File: src/rtl/sys_ctrl_pkg.sv
// Shared definitions for the system control unit: TX FSM state encoding,
// default data width and command opcodes used by the receive FSM.
package sys_ctrl_pkg;

  localparam int unsigned WIDTH_DEF  = 8;
  localparam int unsigned DROP_W_DEF = 8;

  // TX response FSM encoding (2-bit binary)
  localparam logic [1:0] TX_IDLE_ENC    = 2'b00;
  localparam logic [1:0] TX_RF_SEND_ENC = 2'b01;
  localparam logic [1:0] TX_ALU_LSB_ENC = 2'b10;
  localparam logic [1:0] TX_ALU_MSB_ENC = 2'b11;

  typedef enum logic [1:0] {
    TX_IDLE    = TX_IDLE_ENC,
    TX_RF_SEND = TX_RF_SEND_ENC,
    TX_ALU_LSB = TX_ALU_LSB_ENC,
    TX_ALU_MSB = TX_ALU_MSB_ENC
  } tx_state_e;

  // Command opcodes shared with the command-path receive FSM
  localparam logic [7:0] CMD_RF_WR    = 8'hAA;
  localparam logic [7:0] CMD_RF_RD    = 8'hBB;
  localparam logic [7:0] CMD_ALU_OP   = 8'hCC;
  localparam logic [7:0] CMD_ALU_NOOP = 8'hDD;

endpackage

File: src/rtl/sys_tx_fsm_if.sv
// Response-path bundle between register file/ALU, TX FIFO write port and the
// TX FSM. The slave modport is the FSM side.
interface sys_tx_fsm_if
  import sys_ctrl_pkg::*;
#(
  parameter int unsigned Width  = WIDTH_DEF,
  parameter int unsigned Drop_W = DROP_W_DEF
);

  logic [Width-1:0]   RdData;
  logic               RdData_Valid;
  logic [2*Width-1:0] ALU_OUT;
  logic               OUT_Valid;
  logic               FIFO_FULL;
  logic [Width-1:0]   WR_DATA;
  logic               WR_INC;
  logic               TX_BUSY;
  logic [Drop_W-1:0]  Drop_Cnt;

  modport master (
    output RdData, RdData_Valid, ALU_OUT, OUT_Valid, FIFO_FULL,
    input  WR_DATA, WR_INC, TX_BUSY, Drop_Cnt
  );

  modport slave (
    input  RdData, RdData_Valid, ALU_OUT, OUT_Valid, FIFO_FULL,
    output WR_DATA, WR_INC, TX_BUSY, Drop_Cnt
  );

endinterface

File: src/rtl/sys_tx_fsm.sv
// Serialises register-file reads and 16-bit ALU results into TX FIFO bytes.
// Optional dropped-response counter enabled by SYS_TX_DROP_CNT_EN.
module sys_tx_fsm
  import sys_ctrl_pkg::*;
#(
  parameter int unsigned Width  = WIDTH_DEF,
  parameter int unsigned Drop_W = DROP_W_DEF
) (
  input  logic        CLK,
  input  logic        RST,
  sys_tx_fsm_if.slave bus
);

  tx_state_e          state_q, state_d;
  logic [2*Width-1:0] buf_q, buf_d;
  logic               wr_inc_c;
  logic [Width-1:0]   wr_data_c;
  logic               accept_c;

  always_ff @(posedge CLK or negedge RST) begin
    if (!RST) begin
      state_q <= TX_IDLE;
      buf_q   <= '0;
    end else begin
      state_q <= state_d;
      buf_q   <= buf_d;
    end
  end

  // Next state, push decode and capture; accept_c marks cycles where strobes are taken
  always_comb begin
    state_d   = state_q;
    buf_d     = buf_q;
    wr_inc_c  = 1'b0;
    wr_data_c = buf_q[Width-1:0];
    accept_c  = 1'b0;

    case (state_q)
      TX_IDLE: accept_c = 1'b1;
      TX_RF_SEND: begin
        wr_inc_c = !bus.FIFO_FULL;
        if (wr_inc_c) begin
          state_d  = TX_IDLE;
          accept_c = 1'b1;
        end
      end
      TX_ALU_LSB: begin
        wr_inc_c = !bus.FIFO_FULL;
        if (wr_inc_c) state_d = TX_ALU_MSB;
      end
      TX_ALU_MSB: begin
        wr_data_c = buf_q[2*Width-1:Width];
        wr_inc_c  = !bus.FIFO_FULL;
        if (wr_inc_c) begin
          state_d  = TX_IDLE;
          accept_c = 1'b1;
        end
      end
      default: state_d = TX_IDLE;
    endcase

    // Register read wins over a simultaneous ALU result
    if (accept_c) begin
      if (bus.RdData_Valid) begin
        buf_d[Width-1:0] = bus.RdData;
        state_d          = TX_RF_SEND;
      end else if (bus.OUT_Valid) begin
        buf_d   = bus.ALU_OUT;
        state_d = TX_ALU_LSB;
      end
    end
  end

  assign bus.WR_INC  = wr_inc_c;
  assign bus.WR_DATA = wr_data_c;
  assign bus.TX_BUSY = (state_q != TX_IDLE);

`ifdef SYS_TX_DROP_CNT_EN
  logic [Drop_W-1:0] drop_cnt_q, drop_cnt_d;
  logic [1:0]        drop_inc_c;
  logic [Drop_W:0]   drop_sum_c;

  // Up to two drops per cycle; sum carries one extra bit to detect saturation
  always_comb begin
    drop_inc_c = 2'd0;
    if (accept_c)
      drop_inc_c = (bus.RdData_Valid && bus.OUT_Valid) ? 2'd1 : 2'd0;
    else
      drop_inc_c = 2'(bus.RdData_Valid) + 2'(bus.OUT_Valid);
    drop_sum_c = {1'b0, drop_cnt_q} + (Drop_W+1)'(drop_inc_c);
    drop_cnt_d = drop_sum_c[Drop_W] ? '1 : drop_sum_c[Drop_W-1:0];
  end

  always_ff @(posedge CLK or negedge RST) begin
    if (!RST) drop_cnt_q <= '0;
    else      drop_cnt_q <= drop_cnt_d;
  end

  assign bus.Drop_Cnt = drop_cnt_q;
`else
  assign bus.Drop_Cnt = Drop_W'(0);
`endif

endmodule

File: src/flat_wrapper.sv
// flat-port wrapper written by rule: the top's interface ports become plain ports
module sys_tx_fsm_flat import sys_ctrl_pkg::*;
#(
  parameter int unsigned Width  = WIDTH_DEF,
  parameter int unsigned Drop_W = DROP_W_DEF
)
  (CLK, RST, bus_RdData, bus_RdData_Valid, bus_ALU_OUT, bus_OUT_Valid, bus_FIFO_FULL, bus_WR_DATA, bus_WR_INC, bus_TX_BUSY, bus_Drop_Cnt);
  sys_tx_fsm_if #(.Width(Width), .Drop_W(Drop_W)) bus_i ();
  input  logic CLK;
  input  logic RST;
  input wire logic [$bits(bus_i.RdData)-1:0] bus_RdData;
  input wire logic [$bits(bus_i.RdData_Valid)-1:0] bus_RdData_Valid;
  input wire logic [$bits(bus_i.ALU_OUT)-1:0] bus_ALU_OUT;
  input wire logic [$bits(bus_i.OUT_Valid)-1:0] bus_OUT_Valid;
  input wire logic [$bits(bus_i.FIFO_FULL)-1:0] bus_FIFO_FULL;
  output wire logic [$bits(bus_i.WR_DATA)-1:0] bus_WR_DATA;
  output wire logic [$bits(bus_i.WR_INC)-1:0] bus_WR_INC;
  output wire logic [$bits(bus_i.TX_BUSY)-1:0] bus_TX_BUSY;
  output wire logic [$bits(bus_i.Drop_Cnt)-1:0] bus_Drop_Cnt;
  assign bus_i.RdData = bus_RdData;
  assign bus_i.RdData_Valid = bus_RdData_Valid;
  assign bus_i.ALU_OUT = bus_ALU_OUT;
  assign bus_i.OUT_Valid = bus_OUT_Valid;
  assign bus_i.FIFO_FULL = bus_FIFO_FULL;
  assign bus_WR_DATA = bus_i.WR_DATA;
  assign bus_WR_INC = bus_i.WR_INC;
  assign bus_TX_BUSY = bus_i.TX_BUSY;
  assign bus_Drop_Cnt = bus_i.Drop_Cnt;
  sys_tx_fsm #(.Width(Width), .Drop_W(Drop_W)) u_core (.CLK(CLK), .RST(RST), .bus(bus_i));
endmodule
File: config.mk
export PLATFORM = sky130hd
export DESIGN_NAME = sys_tx_fsm_flat
export DESIGN_NICKNAME = d
export VERILOG_FILES = /design/src/rtl/sys_ctrl_pkg.sv /design/src/rtl/sys_tx_fsm_if.sv /design/src/rtl/sys_tx_fsm.sv /design/src/flat_wrapper.sv
export SDC_FILE = /design/constraint.sdc
export NUM_CORES = 1
export LEC_CHECK = 0
export CORE_MARGIN = 1.5
export CORE_UTILIZATION = 36
export DETAILED_ROUTE_END_ITERATION = 10
export GPL_TIMING_DRIVEN = 0
export PLACE_DENSITY = 0.77
export SYNTH_ARGS = -nofsm -noshare
export SYNTH_HDL_FRONTEND = slang
export SYNTH_SLANG_ARGS = --single-unit
File: constraint.sdc
create_clock -name CLK -period 1.5 [get_ports CLK]
set_input_delay 0.45 -clock CLK [delete_from_list [all_inputs] [get_ports CLK]]
set_output_delay 0.45 -clock CLK [all_outputs]
set_load 0.02 [all_outputs]
* Word level (Yosys, flattened, before mapping)
Index checks and enable logic that the tools add are counted.
** Storage, ports and cells
- Output and inout port bits :: 18
- Logic and storage cells :: 27
- Bits of input ports :: 29
- Register bits after elaboration :: 18
** Cells by class
- Reductions and logical operators :: 8
- Muxes and demuxes :: 12
- Bitwise operators :: 1
- Eq/ne operators :: 3
** Operators by type and width (count)
- $mux 8 :: 3
- $mux 2 :: 5
- $eq 2x2->1 const B :: 2
- $pmux 2 s2 :: 1
- $reduce_bool 2->1 :: 2
- $reduce_and 3->1 :: 1
- $reduce_or 3->1 :: 1
- $eq 2x1->1 const B :: 1
- $logic_not 2->1 :: 1
- $mux 1 :: 2
- $pmux 1 s2 :: 1
- $reduce_and 2->1 :: 1
- $reduce_or 2->1 :: 1
- $logic_not 1->1 :: 1
- $not 1->1 :: 1

* Logic depth before layout (Yosys ltp)
Gate-level depths: netlist of run 1.
- Depth in word-level cells :: 6
- Mapped depth :: 4
- Depth with buffers taken out :: 3

* Worst setup path before layout of run 1
OpenSTA, ideal clock, no wires.
- Path kind :: register to output
- From :: register u_core.state_q[0]
- To :: output port bus_WR_DATA[0]
- Required time :: 1.050 ns
- Path slack :: 0.016 ns
- Arrival :: 1.034 ns
- Cell stages (with the launch flop) :: 3
- Buffers on the path :: 0
- Cell sequence :: dfrtp_1 -> nand2_1 -> mux2_2
** On the way
- Word-level cells in the longest chain between the ends :: 2
** Ends and longest elaborated chain
- start: declaration :: line sys_tx_fsm.sv:14 : tx_state_e state_q, state_d;
- start signal: assignment :: line sys_tx_fsm.sv:25 : state_q <= state_d;
- $eq 2x2->1 :: line sys_tx_fsm.sv:38 : case (state_q)
- $mux 8 :: line sys_tx_fsm.sv:38
- end: declaration :: line flat_wrapper.sv:16 : output wire logic [$bits(bus_i.WR_DATA)-1:0] bus_WR_DATA;
Every way passes these cells.

* Final worst setup path of run 1
- From :: register u_core.state_q[1]
- To :: output port bus_WR_DATA[4]
Same word-level chain as after synthesis.

==> results of run 1 <==
==> stage by stage <==
| stage | TNS [ns] | instance area (um2) |
|---|---|---|
| after detailed placement | -13.05 | 1400 |
| after global placement | -12.89 | 1400 |
| final | -3.42 | 1570 |
| after floorplan | 0 | 990 |
| after CTS | -4.65 | 1500 |
| after global routing | -4.63 | 1570 |
==> worst max path at each step <==
stage	to	slack [ns]
final	bus_WR_DATA[4]	-0.30
after global routing	bus_WR_DATA[4]	-0.35
after CTS	bus_WR_DATA[4]	-0.34
after detailed placement	bus_WR_DATA[4]	-0.61
after global placement	bus_WR_DATA[2]	-0.62
after floorplan	bus_WR_DATA[0]	0.02
==> power by group through the flow <==
| stage | logic, mW | registers, mW | clock network, mW |
|---|---|---|---|
| 5_1_grt | 0.929 | 0.707 | 0.264 |
| 6_report | 0.867 | 0.691 | 0.229 |
| 3_5_place_dp | 0.704 | 0.683 | 0 |
| 4_1_cts | 0.812 | 0.682 | 0.241 |
| 2_1_floorplan | 0.433 | 0.662 | 0 |
| 3_3_place_gp | 0.694 | 0.673 | 0 |
==> kinds of logic (layout without fill, tap and decap cells) <==
kind of cell,count (synthesis),in the layout,synth area share [%]
buf+inv,12,59,8.70
mux,33,33,38.4
simple gates,6,6,3.51
flops,18,18,46.8
other cells,1,8,0.389
compound gates,3,3,2.21
==> cells in the final DEF, fill, tap and decap left out <==
cell             count
o21ai_0              1
nand3_2              1
nand2_8              1
clkdlybuf4s50_1     26
mux2_2              24
conb_1               8
buf_4               13
mux2i_4              1
inv_1                2
buf_6               13
dfrtp_2              2
nand2_1              2
o21a_1               1
nor2b_4              1
or2_4                1
mux2_4               8
dfrtp_1             16
a2bb2oi_1            1
clkbuf_2             1
dlymetal6s2s_1       1
clkbuf_4             3
==> flip-flops by register name, summed over array words and instances, names as in the netlist <==
signal,count
u_core.buf_q,16
u_core.state_q,2
==> final cells by class <==
cell class              count  area [um2]
multi-input cells          50         524
flip-flops and latches     18         453
clock buffers               3        22.5
inverters                   2        7.51
fillers                   213         933
plain buffers              10        76.3
well taps                  30        37.5
repair buffers             44         445
==> metal layers <==
metal / routed length, um / GRT usage (%)
met1: 896 / 21.0
met2: 1030 / 25.4
met3: 153 / 3.01
met5: 0 / 0
met4: 0 / 6.25
==> what timing repair did <==
action	4_1_cts	5_1_grt
pin swaps	2	2
cloned	0	0
endpoints found under the setup margin	26	26
resized for setup	69	11
setup buffers	4	3
==> critical path, stage by stage, from the launching register on <==
cell and delay [ns]:
dfrtp_2 0.47, nand2_8 0.14, mux2_4 0.32, buf_6 0.13
==> synth_stat cells, drive strengths merged <==
master,number
mux2,32
dfrtp,18
buf,9
nand2,3
inv,2
a2bb2oi,1
clkbuf,1
conb,1
mux2i,1
nand3,1
nor2b,1
o21a,1
o21ai,1
or2,1
==> results.yml, run 1 <==
critical_path:
  start_kind: "flip-flop"
  reg2reg_depth: 5
  endpoint_kind: "primary output"
  path_max_fanout: 8
  path_class: "reg -> out"
  required_ns: 1.05
  reg2reg_setup_slack_ns: -0.09
  rr_startpoint: "u_core.state_q[0]"
  crit_start: "u_core.state_q[1]"
  r2r_end: "u_core.buf_q[5]"
  critPathArrivalTime_ns: 1.35
route:
  drt_iter0_markers: 1
  wirelength_um: 2080
  final_antenna_net_count: 0
  wire_per_inst_um: 13.2
  avgViaCountPerCell: 4.63
  num_vias: 727
  drc: 0
  first_pass_iters: 3
finish:
  final_util_pct: 62.7
  finalNetCount: 158
  diodes: 0
  area_delta_synth_final_pct: 62.6
  drive_above_1_share_pct: 54.3
  stdcell_count: 157
grt:
  first_global_vias: 742
  grt_overflow: 0
  antenna_found_initial: 0
  grt_pass1_wl_um: 3320
  grt.total_usage_pct: 15.9
  grt_max_degree: 19
synthesis:
  synth_area_um2: 963
  netlist_instances: 73
  synth_warnings: 0
  ys_ff_latch: 18
  synth_largest_area_cell: "dfrtp_1"
  yosysUniqueCellTypes: 15
  netlist.area_leader.share_pct: 46.8
  synth_area_per_cell_um2: 13.2
  synth-seq-area-share_pct: 46.8
  synth_area_leaders: "dfrtp_1 47%, mux2_2 37%, buf_4 6.2%"
place:
  io_buffers: 37
  dp_hpwl_um: 1430
  gp_congestion: 0.697
  pre_cts_ws_ns: -0.612
  dp_cells: 147
pwr:
  seqPwrFrac_pct: 38.6
  sw_frac_of_total_pct: 30.8
  power.internal_mw: 1.24
  peakVddDrop_v: 0.000646
  switchingPower_uw: 550
  power_per_cell_area_nw_per_um2: 1140
  comb_power_share_pct: 48.5
  design_power_total_mw: 1.79
  clkPwrFrac_pct: 12.8
  p_leak_nw: 0.732
timing:
  worst_slack_ns: -0.298
  holdWs_ns: 0.516
  post-route-period-util_pct: 120
  maxSlewHeadroom_pct: 44.8
  clock_skew_ns: 0.00306
  worst_pin_slew_ns: 0.825
  rsz0062_at_grt: "true"
  drv_slew: 0
  period_needed_ns: 1.80
  fmax_ghz: 0.556
  hold_viol: 0
  setup_viol: 18
floorplanning:
  die_area_um2: 3000
  die_height_um: 54.7
  rows: 18
  die_x_um: 54.7
  ios: 47
  initial_utilization_pct: 38.5
  core-area_um2: 2500
clock_network:
  clkTransAtPathRegs_ns: 0.10
  clkLatencyLatePin_ns: 0.28
  cts_tree: "done"
  htree_levels: 1
  clockBufferDepth: 2
  cts-root-buf: "clkbuf_4"
  clock_sinks: 18
  numCtsBuffers: 3
  cts_hold_buf: 0
run_status:
  status: "finished with violations"
  violations: "setup timing"
hold_path:
  holdPathStages: 1
  hold_end: "u_core.buf_q[14]"
  min_path_type: "reg -> reg"
  min-delay-start: "u_core.buf_q[14]"
flow_run:
  cap_violations: 0
(Power assumes the default switching activity.)
==> run 2, diff against run 1 <==
--- a/config.mk
+++ b/config.mk
@@ -7,6 +7,7 @@
 export LEC_CHECK = 0
 export CORE_MARGIN = 1.5
 export CORE_UTILIZATION = 36
+export CTS_BUF_LIST = sky130_fd_sc_hd__clkbuf_16
 export DETAILED_ROUTE_END_ITERATION = 10
 export GPL_TIMING_DRIVEN = 0
 export PLACE_DENSITY = 0.77
==> results.yml, run 2 (synthesis gave the netlist of run 1 again) <==
run_status:
  status: "finished with violations"
  violations: "setup timing"
critical_path:
  endpoint_kind: "primary output"
  start_kind: "flip-flop"
  critPathArrivalTime_ns: 1.29
  required_ns: 1.05
  path_class: "reg -> out"
  path_max_fanout: 8
route:
  first_pass_iters: 2
  route.met3.wl_um: 145
  avgViaCountPerCell: 4.62
  drc: 0
  wirelength_met1_um: 921
  wirelength_um: 2160
  final_antenna_net_count: 0
  wl_met2_um: 1100
  drt_iter0_markers: 1
  num_vias: 726
  wire_per_inst_um: 13.8
  dr.max_layer_used: "met3"
timing:
  fmax_ghz: 0.576
  maxSlewHeadroom_pct: 44.9
  drv_slew: 0
  worst_slack_ns: -0.237
  setup_viol: 18
  hold_viol: 0
  post-route-period-util_pct: 116
  clock_skew_ns: 0.00108
  holdWs_ns: 0.507
  rsz0062_at_grt: "true"
  worst_pin_slew_ns: 0.825
  period_needed_ns: 1.74
floorplanning:
  rows: 18
  initial_utilization_pct: 38.5
  core-area_um2: 2500
  die_x_um: 54.7
  die_height_um: 54.7
  ios: 47
  die_area_um2: 3000
place:
  gp_congestion: 0.697
  dp_cells: 147
  io_buffers: 37
  dp_hpwl_um: 1430
grt:
  grt_pass1_wl_um: 3500
  grt.total_usage_pct: 16.7
  first_global_vias: 770
  antenna_found_initial: 0
  grt_overflow: 0
  grt_max_degree: 19
pwr:
  peakVddDrop_v: 0.000759
  power_per_cell_area_nw_per_um2: 1290
  clkPwrFrac_pct: 24.9
  power.internal_mw: 1.50
  comb_power_share_pct: 41.7
  seqPwrFrac_pct: 33.4
  switchingPower_uw: 589
  p_leak_nw: 0.756
  sw_frac_of_total_pct: 28.2
clock_network:
  clkTransAtPathRegs_ns: 0.05
  htree_levels: 1
  clkLatencyLatePin_ns: 0.24
  clock_sinks: 18
  clockBufferDepth: 2
  numCtsBuffers: 3
  cts-root-buf: "clkbuf_16"
  cts_tree: "done"
finish:
  mostFrequentLayoutCells: "26 x clkdlybuf4s50_1, 24 x mux2_2, 16 x dfrtp_1"
  final_util_pct: 64.8
  largestRegisters: "u_core.buf_q x16, u_core.state_q x2"
  finalNetCount: 158
  stdcell_count: 157
  largest_register_ff_count: 16
  top_register: "u_core.buf_q"
  diodes: 0
  area_delta_synth_final_pct: 68.1
  drive_above_1_share_pct: 54.3
  layout_commonest_cell: "clkdlybuf4s50_1"
hold_path:
  min_path_type: "reg -> reg"
flow_run:
  cap_violations: 0
run 2: cell counts in the layout (fill, tap and decap cells not counted):
No cell type changed its count.
run 2: critical path, cell delays in order, from the launching register on:
cell	delay (ns)
dfrtp_2	0.45
nand2_8	0.14
mux2_4	0.32
buf_6	0.13
run 2: final timing paths:
kind / from / to / slack [ns] / cells past startpoint
min in group asynchronous: RST / u_core.buf_q[3] / 0.68 / 1
min: u_core.buf_q[3] / u_core.buf_q[3] / 0.51 / 1
max in group asynchronous: RST / u_core.state_q[0] / 0.25 / 1
max reg2reg: u_core.state_q[0] / u_core.buf_q[0] / -0.08 / 5
min reg2reg: u_core.buf_q[3] / u_core.buf_q[3] / 0.51 / 1
max: u_core.state_q[1] / bus_WR_DATA[4] / -0.24 / 3
run 2: timing repair:
| action | CTS | global route |
|---|---|---|
| resized for setup | 69 | 11 |
| endpoints found under the setup margin | 26 | 26 |
| setup buffers | 4 | 3 |
| pin swaps | 2 | 2 |
| hold buffers | 0 | 0 |
run 2: through the flow:
step | area (um2) | total power [mW] | worst slack (ns) | TNS (ns)
after CTS | 1550 | 2.03 | -0.278 | -4.93
after global placement | 1400 | 1.37 | -0.619 | -12.89
final | 1620 | 2.09 | -0.237 | -2.77
after floorplan | 990 | 1.10 | 0.0160 | 0
after detailed placement | 1400 | 1.39 | -0.612 | -13.05
after global routing | 1620 | 2.20 | -0.278 | -3.75
run 2: per-layer routing:
| layer | track usage, % | vias to the layer above |
|---|---|---|
| met5 | 0 | - |
| li1 | - | 347 |
| met3 | 3.55 | 0 |
| met2 | 27.4 | 29 |
| met4 | 6.25 | 0 |
| met1 | 21.4 | 350 |
run 2: power groups by stage:
stage          Clock (mW)  Sequential, mW  Combinational, mW
2_1_floorplan           0           0.662              0.433
3_3_place_gp            0           0.673              0.694
3_5_place_dp            0           0.683              0.704
4_1_cts             0.527           0.687              0.816
5_1_grt             0.554           0.711              0.931
6_report            0.520           0.696              0.869
run 2: area by class of cell:
type	instances	area [um2]
Tap cell	30	37.5
Inverter	2	7.51
Sequential cell	18	453
Multi-Input combinational cell	50	524
Fill cell	210	881
Buffer	10	76.3
Clock buffer	3	75.1
Timing Repair Buffer	44	445
==> patch 1 (flow settings as in run 2) <==
Add a define of `SYS_TX_DROP_CNT_EN`.
--- a/src/rtl/sys_tx_fsm.sv
+++ b/src/rtl/sys_tx_fsm.sv
@@ -2,2 +2,4 @@
 // Optional dropped-response counter enabled by SYS_TX_DROP_CNT_EN.
+`define SYS_TX_DROP_CNT_EN
+
 module sys_tx_fsm
Formal check against the unedited RTL: not equivalent (Yosys sat finds a counterexample within 4 cycles, from zero or initial values and one cycle with RST low).
==> patch 1 against run 2 <==
The run still ends with setup timing left; area after synthesis rose by 46%; sequential cell count rose by 8; design area rose by 38%; worst setup slack got worse by 0.39 ns; sequential power rose by 64%; total power rose by 54%; wire length rose by 72%; global-route usage rose by 1.0 points; critical path type is now reg -> reg; largest cell class unchanged.
==> patch 1: results <==
metrics = {
    "grt": {
        "grt_max_degree": 27,
        "antenna_found_initial": 0,
        "use_met3": 0.03082,
        "use_met2": 0.3240,
        "groute.usage.overall": 0.1772,
        "grt_pass1_wl_mm": 5.775,
        "global_route.usage.met1": 0.2238,
        "grt_pass1_vias": 1178,
    },
    "final_layout": {
        "n_fill_cell": 326,
        "largest_reg_flops": 16,
        "drive_gt1_frac": 0.4917,
        "final_net_count": 217,
        "n_antenna_cell": 0,
    },
    "route": {
        "wl_met3_microns": 125,
        "dr_total_vias": 1120,
        "wl_met1_mm": 1.455,
        "wl_mm": 3.718,
        "first_pass_iters": 4,
        "top_layer": "met4",
        "drt_first_iter_violations": 37,
        "dr_wl_met2_mm": 2.096,
    },
    "synthesis": {
        "synth_warnings": 0,
        "yosysSeqAreaShare": 0.4626,
        "synth_nets": 152,
        "synth_area_leaders": "dfrtp_1 46%, mux2_2 26%, ha_1 4.4%, nand2_1 2.9%, inv_1 1.9%",
        "synth_cell_types": 29,
        "synth_common_cells": "33 x mux2_2, 26 x dfrtp_1, 11 x nand2_1, 7 x inv_1",
    },
    "critical_path": {
        "r2r-start": "u_core.state_q[0]$_DFF_PN0_",
        "worstPathArrival_ns": 2.31,
        "reg2regPathDepth": 10,
        "r2r-end": "u_core.bus.Drop_Cnt[5]$_DFF_PN0_",
        "crit_fanout": 5,
    },
    "worst_hold_path": {
        "hold_class": "in -> async",
    },
    "cts": {
        "worstSkewPairLatency_ns": 0.25,
        "root_buffer": "clkbuf_16",
        "htreeDepth": 1,
    },
    "pwr": {
        "ir_drop_mv": 1.008,
        "leakage_nw": 1.029,
    },
    "status": {
        "violations": "setup timing",
        "outcome": "finished with violations",
    },
    "placed_design": {
        "numPortBuffers": 46,
        "dp_slack_ns": -1.416,
        "routabilityCongestion": 0.6981,
        "hpwl_mm": 2.391,
    },
    "timing": {
        "slew-limit-headroom": 0.5641,
        "worst_slack_ns": -0.6316,
        "fin_skew_ns": 0.002910,
        "setup_viol": 26,
    },
}
patch 1: cell types whose count changed after synthesis, moves of 2 or more:
cell	change
a21oi_1	+4
nand3_1	+5
inv_1	+5
dfrtp_1	+8
nand2_1	+8
a31oi_1	+2
and2_1	+2
ha_1	+5
or3_1	+2
buf_4	-7
patch 1: power by group:
group / switching, mW / internal, mW / leakage [nW]
logic: 0.701 / 0.788 / 0.683
clock network: 0.223 / 0.356 / 0.0385
registers: 0.208 / 0.930 / 0.307
total: 1.13 / 2.07 / 1.03
patch 1: kinds of logic (layout without fill, tap and decap cells):
group                      count (synthesis)  count (layout)  synth area share
buffers and inverters                      9              73           0.02758
DFF                                       26              26            0.4626
AOI/OAI and AO/OA                         10              10           0.04182
adders and majority gates                  6               6           0.05872
muxes                                     35              35            0.2820
and+or+nand+nor                           30              30            0.1210
xor gates and xnor gates                   1               1          0.006229
patch 1: stage by stage:
stage	hold WS [ns]	utilization	cell area (sq um)	std cells	setup TNS, ns
detailed placement	0.4927	0.5303	1971	211	-35.05
floorplan	0.1544	-	1450	117	-5.363
CTS	0.4943	0.5869	2181	223	-10.23
global placement	0.4832	0.5303	1971	211	-32.67
global route	0.2667	0.6024	2238	229	-12.04
finish	0.2095	0.6024	2238	229	-10.50
patch 1: how the worst max path moves through the flow:
stage / startpoint / to / cells after the start
final: u_core.state_q[0]$_DFF_PN0_ / u_core.bus.Drop_Cnt[5]$_DFF_PN0_ / 10
after global routing: u_core.state_q[0]$_DFF_PN0_ / u_core.bus.Drop_Cnt[0]$_DFF_PN0_ / 10
after CTS: u_core.state_q[0]$_DFF_PN0_ / u_core.bus.Drop_Cnt[0]$_DFF_PN0_ / 10
after detailed placement: bus_RdData_Valid / u_core.bus.Drop_Cnt[0]$_DFF_PN0_ / 12
after global placement: bus_RdData_Valid / u_core.bus.Drop_Cnt[5]$_DFF_PN0_ / 12
after floorplan: bus_RdData_Valid / u_core.bus.Drop_Cnt[6]$_DFF_PN0_ / 11
patch 1: timing repair:
item | in CTS | in global routing
setup buffers | 8 | 6
gates resized for setup | 79 | 33
endpoints found under the setup margin | 68 | 57
pin swaps | 8 | 4
patch 1: cell type report:
class	count	share of cell area
buffer	2	0.01397
clock buffer	3	0.03354
clock inverter	1	0.001677
inverter	7	0.01509
multi-input combinational	82	0.3823
sequential	26	0.2918
tap	48	0.02683
timing repair buffer	60	0.2348
patch 1: worst max-delay path: stages (launching register included):
cell and delay (ns):
dfrtp_1 0.34, buf_6 0.13, mux2i_4 0.23, nand2_1 0.07
nand2_1 0.07, ha_2 0.18, inv_2 0.04, fa_2 0.33
and3b_2 0.28, nand4_1 0.23, nand3_1 0.16
==> patch 2 (config.mk and constraints of run 2) <==
Without the edit above. Take the reset off `buf_q` and load it in a clocked block of its own.
--- a/src/rtl/sys_tx_fsm.sv
+++ b/src/rtl/sys_tx_fsm.sv
@@ -22,7 +22,9 @@
       state_q <= TX_IDLE;
-      buf_q   <= '0;
     end else begin
       state_q <= state_d;
-      buf_q   <= buf_d;
     end
+  end
+
+  always_ff @(posedge CLK) begin
+    buf_q <= buf_d;
   end
Behaviour: not the same (Yosys sat finds a counterexample within 4 cycles, from zero or initial values and one cycle with RST low).
==> patch 2 against run 2 <==
The flow still finishes with violations (setup timing); fmax is 2.0% higher; total power is 23% lower; design area is 8.0% lower; area after synthesis is 7.1% lower; clock skew hardly changed; wire length is 22% lower; worst setup slack better by 0.034 ns; sequential cell count stayed put; register-to-register slack better by 0.11 ns; combinational power is 46% lower; critical endpoint is now bus_WR_DATA[0]; highest routed layer is now met4.
==> patch 2: results <==
metrics = {
    "timing": {
        "setup_viol": 18,
        "worst_slack_ns": -0.2035,
        "fin_skew_ns": 0.0009275,
    },
    "grt": {
        "grt_pass1_vias": 550,
        "grt_pass1_wl_mm": 2.339,
        "use_met2": 0.2271,
        "use_met3": 0.04237,
        "antenna_found_initial": 0,
        "grt_max_degree": 11,
        "groute.usage.overall": 0.1227,
        "global_route.usage.met1": 0.1284,
    },
    "synthesis": {
        "synth_common_cells": "16 x edfxtp_1, 8 x buf_4, 8 x mux2_2, 8 x mux2_4, 4 x nor2_1",
        "synth_cell_types": 17,
        "synth_top_family_by_area": "multiplexers",
        "synth_warnings": 0,
        "synth_compound_area_frac": 0.02238,
        "async_flop_share": 0.1111,
        "synthXorXnorAreaFrac": 0,
        "yosysSeqAreaShare": 0.5930,
        "synth_mux_area_frac": 0.2350,
        "synth_fa_ha_area_frac": 0,
        "syn_area_per_cell_sq_um": 15.16,
        "synth_edf_count": 16,
        "synth_area_leaders": "edfxtp_1 54%, mux2_4 13%, mux2_2 10%, buf_4 6.7%, dfrtp_1 5.6%",
        "synth_ff_type": "edfxtp_1",
    },
    "final_layout": {
        "reg_top3": "u_core.buf_q (16), u_core.state_q (2)",
        "n_antenna_cell": 0,
        "ff_latch_area_sq_um": 533.0,
        "drive_gt1_frac": 0.4464,
        "final_net_count": 142,
        "n_fill_cell": 184,
    },
    "route": {
        "wl_per_cell_microns": 11.99,
        "drt_first_iter_violations": 11,
        "first_pass_iters": 4,
        "vias_per_cell": 4.450,
        "dr_total_vias": 623,
    },
    "cts": {
        "worstSkewPairLatency_ns": 0.24,
        "root_buffer": "clkbuf_16",
        "clk_pin_slew_ns": 0.05,
        "htreeDepth": 1,
        "cts.path.max_buffers": 2,
        "numCtsBuffers": 3,
    },
    "status": {
        "outcome": "finished with violations",
        "violations": "setup timing",
    },
    "critical_path": {
        "cp_slowest_cell": "dfrtp_2",
        "crit_fanout": 8,
        "max_stage_delay_ns": 0.43,
        "worstPathArrival_ns": 1.25,
    },
    "placed_design": {
        "place_inst": 132,
        "dp_slack_ns": -0.5719,
        "place_area_sq_um": 1341,
        "routabilityCongestion": 0.5985,
        "numPortBuffers": 38,
    },
    "pwr": {
        "ir_drop_mv": 0.7479,
        "leakage_nw": 0.6283,
    },
    "worst_hold_path": {
        "hold_class": "in -> async",
    },
}
-- patch 2: changes by cell type in the layout (fill, tap and decap cells not counted), moves of 2 or more --
cell and change:
dfrtp_1 -16, nor2_4 +2, buf_6 -4, buf_2 +2, nor2b_2 +2, mux2_2 -16
edfxtp_1 +16, nor2_1 +2
-- patch 2: layout make-up --
class | count | area share
Inverter | 2 | 0.005042
Tap cell | 28 | 0.02353
Clock buffer | 3 | 0.05042
Buffer | 9 | 0.04790
Clock inverter | 1 | 0.002521
Multi-Input combinational cell | 37 | 0.2361
Sequential cell | 18 | 0.3580
Timing Repair Buffer | 42 | 0.2765
-- patch 2: cell families after synthesis --
family / Yosys count
AOI/OAI and AO/OA: 3
muxes: 16
and+or+nand+nor: 10
other: 1
DFF: 18
buffers and inverters: 11
-- patch 2: repair_timing --
item,4_1_cts,5_1_grt
resized for setup,67,2
setup endpoints to repair,34,26
gates cloned,0,1
buffers inserted,2,1
pin swaps,2,2
-- patch 2: metrics by stage --
stage                     TNS [ns]  hold WS, ns
after floorplan                  0       0.1544
after global placement      -13.88       0.5606
after detailed placement    -14.41       0.5938
after CTS                   -1.873       0.3688
after global routing        -2.716       0.3698
final                       -1.835       0.3647
-- patch 2: critical path, delay by kind of cell, from the launching register on --
family | cells | cell delay [ns]
muxes | 1 | 0.31
and+or+nand+nor | 1 | 0.13
buffers and inverters | 1 | 0.13
DFF | 1 | 0.43
-- patch 2: routing by layer --
| metal | part of all wire | wire length, microns | vias up |
|---|---|---|---|
| met1 | 0.35 | 591 | 278 |
| met5 | 0 | 0 | - |
| met4 | 0.0036 | 6 | 0 |
| li1 | - | - | 304 |
| met3 | 0.11 | 185 | 2 |
| met2 | 0.53 | 893 | 39 |
-- patch 2: worst paths after layout --
path                                              from                     endpoint  slack [ns]  cells after the start
min                                                RST  u_core.state_q[1]$_DFF_PN0_        0.36                      1
max                        u_core.state_q[0]$_DFF_PN0_               bus_WR_DATA[0]       -0.20                      3
max in group asynchronous                          RST  u_core.state_q[0]$_DFF_PN0_        1.01                      1
min reg2reg                u_core.state_q[0]$_DFF_PN0_  u_core.state_q[1]$_DFF_PN0_        0.68                      2
max reg2reg                u_core.state_q[1]$_DFF_PN0_   u_core.buf_q[10]$_DFFE_PP_        0.03                      5
min in group CLK                         bus_FIFO_FULL  u_core.state_q[1]$_DFF_PN0_        0.59                      2
-- patch 2: where the power goes --
group / switching [mW] / internal [mW]
sequential: 0.0223 / 0.603
combinational: 0.202 / 0.267
clock: 0.164 / 0.353
total: 0.388 / 1.22
